### config.mk
export PLATFORM = sky130hd
export DESIGN_NAME = eager_fork_flat
export DESIGN_NICKNAME = d
export VERILOG_FILES = /design/src/rtl/eager_fork_if.sv /design/src/rtl/eager_fork_register_block.sv /design/src/rtl/eager_fork.sv /design/src/flat_wrapper.sv
export SDC_FILE = /design/constraint.sdc
export NUM_CORES = 1
export LEC_CHECK = 0
export CAP_MARGIN = 5
export CORE_AREA = 2 2 40 42
export CTS_CLUSTER_DIAMETER = 150
export CTS_CLUSTER_SIZE = 20
export DETAILED_ROUTE_END_ITERATION = 8
export DIE_AREA = 0 0 42 44
export DONT_BUFFER_PORTS = 1
export SYNTH_ARGS = -nofsm -noshare
export SYNTH_HDL_FRONTEND = slang
export SYNTH_SLANG_ARGS = --single-unit
### constraint.sdc
create_clock -name clk -period 0.8 [get_ports clk]
set_input_delay 0.04 -clock clk [delete_from_list [all_inputs] [get_ports clk]]
set_output_delay 0.04 -clock clk [all_outputs]
set_load 0.005 [all_outputs]
### src/rtl/eager_fork_if.sv
// rtl/eager_fork_if.sv - handshake bundle between a producer, the eager fork and its consumers
interface eager_fork_if #(
  parameter int SIZE      = 2,
  parameter int DATA_TYPE = 32
);
  logic [DATA_TYPE-1:0]      ins;
  logic                      ins_valid;
  logic                      ins_ready;
  logic [SIZE*DATA_TYPE-1:0] outs;
  logic [SIZE-1:0]           outs_valid;
  logic [SIZE-1:0]           outs_ready;

  modport master (
    output ins, ins_valid, outs_ready,
    input  ins_ready, outs, outs_valid
  );

  modport slave (
    input  ins, ins_valid, outs_ready,
    output ins_ready, outs, outs_valid
  );
endinterface

### src/rtl/eager_fork_register_block.sv
// rtl/eager_fork_register_block.sv - per-branch "already sent" flop of the eager fork
module eager_fork_register_block (
  input  logic clk,
  input  logic rst,
  input  logic ins_valid,
  input  logic outs_ready_i,
  input  logic backpressure_all,
  output logic outs_valid_i,
  output logic done_i
);
  logic sent_q;
  logic sent_d;

  assign outs_valid_i = ins_valid & ~sent_q;
  assign done_i       = sent_q | outs_ready_i;

  // Retiring the token clears every branch, overriding a same-cycle branch accept.
  always_comb begin
    sent_d = sent_q;
    if (ins_valid & ~backpressure_all) begin
      sent_d = 1'b0;
    end else if (outs_valid_i & outs_ready_i) begin
      sent_d = 1'b1;
    end
  end

  always_ff @(posedge clk or negedge rst) begin
    if (!rst) begin
      sent_q <= 1'b0;
    end else begin
      sent_q <= sent_d;
    end
  end
endmodule

### src/rtl/eager_fork.sv
// rtl/eager_fork.sv - eager dataflow fork broadcasting one elastic token to SIZE consumers
module eager_fork #(
  parameter int SIZE      = 2,
  parameter int DATA_TYPE = 32
) (
  input  logic         clk,
  input  logic         rst,
  eager_fork_if.slave  bus
);
  logic [SIZE-1:0] done;
  logic            backpressure_all;

  assign bus.ins_ready    = &done;
  assign backpressure_all = ~bus.ins_ready;

  for (genvar g = 0; g < SIZE; g++) begin : g_branch
    eager_fork_register_block u_reg (
      .clk              (clk),
      .rst              (rst),
      .ins_valid        (bus.ins_valid),
      .outs_ready_i     (bus.outs_ready[g]),
      .backpressure_all (backpressure_all),
      .outs_valid_i     (bus.outs_valid[g]),
      .done_i           (done[g])
    );

    assign bus.outs[g*DATA_TYPE +: DATA_TYPE] = bus.ins;
  end
endmodule

### src/flat_wrapper.sv
// flat-port wrapper written by rule: the top's interface ports become plain ports
module eager_fork_flat 
#(
  parameter int SIZE      = 2,
  parameter int DATA_TYPE = 32
)
  (clk, rst, bus_ins, bus_ins_valid, bus_outs_ready, bus_ins_ready, bus_outs, bus_outs_valid);
  eager_fork_if #(.SIZE(SIZE), .DATA_TYPE(DATA_TYPE)) bus_i ();
  input  logic clk;
  input  logic rst;
  input wire logic [$bits(bus_i.ins)-1:0] bus_ins;
  input wire logic [$bits(bus_i.ins_valid)-1:0] bus_ins_valid;
  input wire logic [$bits(bus_i.outs_ready)-1:0] bus_outs_ready;
  output wire logic [$bits(bus_i.ins_ready)-1:0] bus_ins_ready;
  output wire logic [$bits(bus_i.outs)-1:0] bus_outs;
  output wire logic [$bits(bus_i.outs_valid)-1:0] bus_outs_valid;
  assign bus_i.ins = bus_ins;
  assign bus_i.ins_valid = bus_ins_valid;
  assign bus_i.outs_ready = bus_outs_ready;
  assign bus_ins_ready = bus_i.ins_ready;
  assign bus_outs = bus_i.outs;
  assign bus_outs_valid = bus_i.outs_valid;
  eager_fork #(.SIZE(SIZE), .DATA_TYPE(DATA_TYPE)) u_core (.clk(clk), .rst(rst), .bus(bus_i));
endmodule
==> metrics.txt <==
# TYPE chip_impl_metric gauge
chip_impl_metric{name="stdcell_area",unit="µm²"} 214
chip_impl_metric{name="first_iter_violations",unit=""} 1
chip_impl_metric{name="synthCells",unit=""} 77
chip_impl_metric{name="cp_num_buf_inv",unit=""} 0
chip_impl_info{name="timing.critical_path.cells",value="o22a_2"} 1
chip_impl_metric{name="insertedDiodeCount",unit=""} 0
chip_impl_metric{name="placementRows",unit=""} 14
chip_impl_metric{name="fp.dieW",unit="µm"} 42
chip_impl_metric{name="vdd_drop_max",unit="V"} 0.000297
chip_impl_info{name="tritoncts",value="done"} 1
chip_impl_info{name="run_status",value="finished, violations left"} 1
chip_impl_info{name="timing.critical_path.max_delay_family",value="flip-flops"} 1
chip_impl_metric{name="portBuffers",unit=""} 0
chip_impl_metric{name="clk-insertion-delay-late",unit="ns"} 0.23
chip_impl_metric{name="globalRouteOverflowTotal",unit=""} 0
chip_impl_metric{name="grt.met2_usage",unit="%"} 10.9
chip_impl_metric{name="layout-drive-gt1-share",unit="%"} 40.0
chip_impl_metric{name="powerDensity",unit="nW/µm²"} 2120
chip_impl_metric{name="seq_area_frac_synth",unit="%"} 8.28
chip_impl_metric{name="timing_worst_slew_pin_value",unit="ns"} 0.188
chip_impl_metric{name="fin_ws",unit="ns"} -0.0990
chip_impl_metric{name="crit_arrival",unit="ns"} 0.86
chip_impl_metric{name="wire_per_inst",unit="µm"} 20.6
chip_impl_metric{name="starting_density_of_the_core",unit="%"} 42.6
chip_impl_metric{name="grt_antenna_before_repair",unit=""} 0
chip_impl_info{name="global_route.peak_usage_layer",value="met4"} 1
chip_impl_metric{name="placedInstanceArea",unit="µm²"} 129
chip_impl_info{name="most-common-layout-cells",value="4 x dlygate4sd3_1, 3 x clkbuf_4, 2 x o21a_1, 2 x nor2_1, 2 x dfrtp_1"} 1
chip_impl_metric{name="drt.antenna.violating_nets",unit=""} 0
chip_impl_metric{name="finalHoldViolCount",unit=""} 0
chip_impl_metric{name="avgViaCountPerCell",unit=""} 4.94
chip_impl_metric{name="first_global_vias",unit=""} 218
chip_impl_metric{name="max-slew-margin-rel",unit="%"} 87.4
chip_impl_metric{name="max_freq",unit="MHz"} 1110
chip_impl_metric{name="final_number_of_setup_violating_endpoints",unit=""} 5
chip_impl_info{name="cts.root.buffer_cell",value="clkbuf_4"} 1
chip_impl_metric{name="totalNegativeSetupSlack",unit="ns"} -0.373
chip_impl_metric{name="synth_seq_cells",unit=""} 2
chip_impl_metric{name="place_congestion",unit=""} 0.700
chip_impl_metric{name="cts_htree_levels",unit=""} 1
chip_impl_metric{name="core",unit="µm²"} 1420
chip_impl_info{name="rsz0062_at_grt",value="yes"} 1
chip_impl_metric{name="leakagePower",unit="µW"} 0.0000904
chip_impl_metric{name="syn_to_final_growth",unit="%"} -64.6
chip_impl_metric{name="grt.total_usage",unit="%"} 8.34
chip_impl_metric{name="drv_slew",unit=""} 0
chip_impl_metric{name="final.setup_skew",unit="ns"} 0.00510
chip_impl_info{name="layout_commonest_cell",value="dlygate4sd3_1"} 1
chip_impl_metric{name="finalPower",unit="µW"} 453
chip_impl_metric{name="fin_crit_sh",unit="%"} 112
chip_impl_metric{name="drcViolationCount",unit=""} 0
chip_impl_metric{name="post_synth_cell_types",unit=""} 8
chip_impl_metric{name="crit_fanout",unit=""} 3
chip_impl_metric{name="max_reg_flops",unit=""} 2
chip_impl_metric{name="grt_start_max_net_pins",unit=""} 5
chip_impl_metric{name="synth_warnings",unit=""} 0
chip_impl_metric{name="post_synth.cell_area_avg",unit="µm²"} 7.85
chip_impl_info{name="criticalPathCategory",value="reg2out"} 1
chip_impl_metric{name="crit_required",unit="ns"} 0.76
chip_impl_info{name="biggestRegsByFlops",value="u_core.g_branch.u_reg.sent_q x2"} 1
chip_impl_info{name="endpoint_kind",value="output pin"} 1
chip_impl_metric{name="final_net_count",unit=""} 59
chip_impl_metric{name="finalNonFillerCells",unit=""} 36
chip_impl_metric{name="grtUsageMet3",unit="%"} 10.8
chip_impl_info{name="violations",value="setup timing"} 1
chip_impl_metric{name="clock-sinks",unit=""} 2
chip_impl_metric{name="cts_buffer_depth",unit=""} 2
chip_impl_info{name="min-delay-path-class",value="in2async"} 1
chip_impl_metric{name="clkTransAtPathRegs",unit="ns"} 0.03
chip_impl_info{name="slowest_stage",value="dfrtp_1"} 1
chip_impl_metric{name="detailedRoute.firstPassIterationCount",unit=""} 3
chip_impl_metric{name="floorplan.die_area",unit="µm²"} 1850
chip_impl_info{name="worstSetupStartpointType",value="register"} 1
chip_impl_metric{name="dp_worst_setup_slack",unit="ns"} 0.0758
chip_impl_metric{name="dp.cells",unit=""} 27
chip_impl_metric{name="via_count",unit=""} 178
chip_impl_info{name="largest_register",value="u_core.g_branch.u_reg.sent_q"} 1
chip_impl_metric{name="cts_inserted_buffers",unit=""} 3
chip_impl_metric{name="io_pins",unit=""} 104
chip_impl_metric{name="wire_length_of_the_first_global_routing_pass",unit="µm"} 1010
chip_impl_metric{name="chip_height",unit="µm"} 44
chip_impl_metric{name="cp_slowest_stage_delay",unit="ns"} 0.39
chip_impl_metric{name="max-cap-violations",unit=""} 0
chip_impl_metric{name="fraction_of_met1_tracks_used_by_global_routing",unit="%"} 2.24
chip_impl_metric{name="synthesis.area",unit="µm²"} 604
chip_impl_metric{name="postSynthNetCount",unit=""} 114
chip_impl_metric{name="period_needed",unit="ns"} 0.899
chip_impl_metric{name="routed_wirelength",unit="µm"} 741
stage by stage:
step | utilization, % | hold WS [ns]
3_3_place_gp | 9.08 | -0.256
2_1_floorplan | - | -0.256
6_report | 15.1 | 0.0536
5_1_grt | 15.1 | 0.0457
3_5_place_dp | 9.08 | -0.256
4_1_cts | 14.6 | 0.0368
path summary, 6_finish.rpt:
kind	start	to	slack, ns	cells after the start
max	u_core.g_branch[0].u_reg.sent_q	bus_ins_ready	-0.1	1
min	rst	u_core.g_branch[0].u_reg.sent_q	0.05	1
max reg2reg	u_core.g_branch[0].u_reg.sent_q	u_core.g_branch[1].u_reg.sent_q	-0.06	3
min reg2reg	u_core.g_branch[0].u_reg.sent_q	u_core.g_branch[0].u_reg.sent_q	0.65	3
max in group asynchronous	rst	u_core.g_branch[1].u_reg.sent_q	0.61	1
min in group clk	bus_ins[21]	bus_outs[21]	0.08	0
synth_stat cells (all sizes together):
library cell,n,share of area [%]
o21a,2,2.5
nor2,2,1.2
a21oi,2,1.7
and2b,2,2.7
dfrtp,2,8.3
buf,66,82
o22a,1,1.7
layout make-up:
cell class	count	area [µm²]
clock buffer	3	22.5
fill	162	1200
multi-input combinational	9	62.6
sequential	2	50.0
tap	16	20.0
timing repair buffer	6	58.8
logic make-up (layout without fill, tap and decap cells):
family / count (synthesis) / after routing / synth area share [%]
AO/OA/AOI/OAI: 5 / 5 / 5.80
buffers and inverters: 66 / 9 / 82.0
flip-flops: 2 / 2 / 8.28
AND/OR/NAND/NOR: 4 / 4 / 3.93
power by group:
group	switching, µW	internal (µW)	total [µW]
registers	12.0	115	127
clock network	64.1	166	230
logic	37.1	59.1	96.2
what timing repair did:
item                       4_1_cts  5_1_grt
hold buffers                     4        0
cloned                           0        0
setup endpoints to repair        3        5
resized for setup                0        2
pin swaps                        1        2
setup buffers                    2        0
hold endpoints to repair         4        0
layer usage:
metal  share of wire [%]  wire (µm)
met5                   0          0
met4                 7.8         58
met3                  22        163
met2                  50        374
met1                  19        144
No activity file was read; power rests on OpenSTA's default activity.
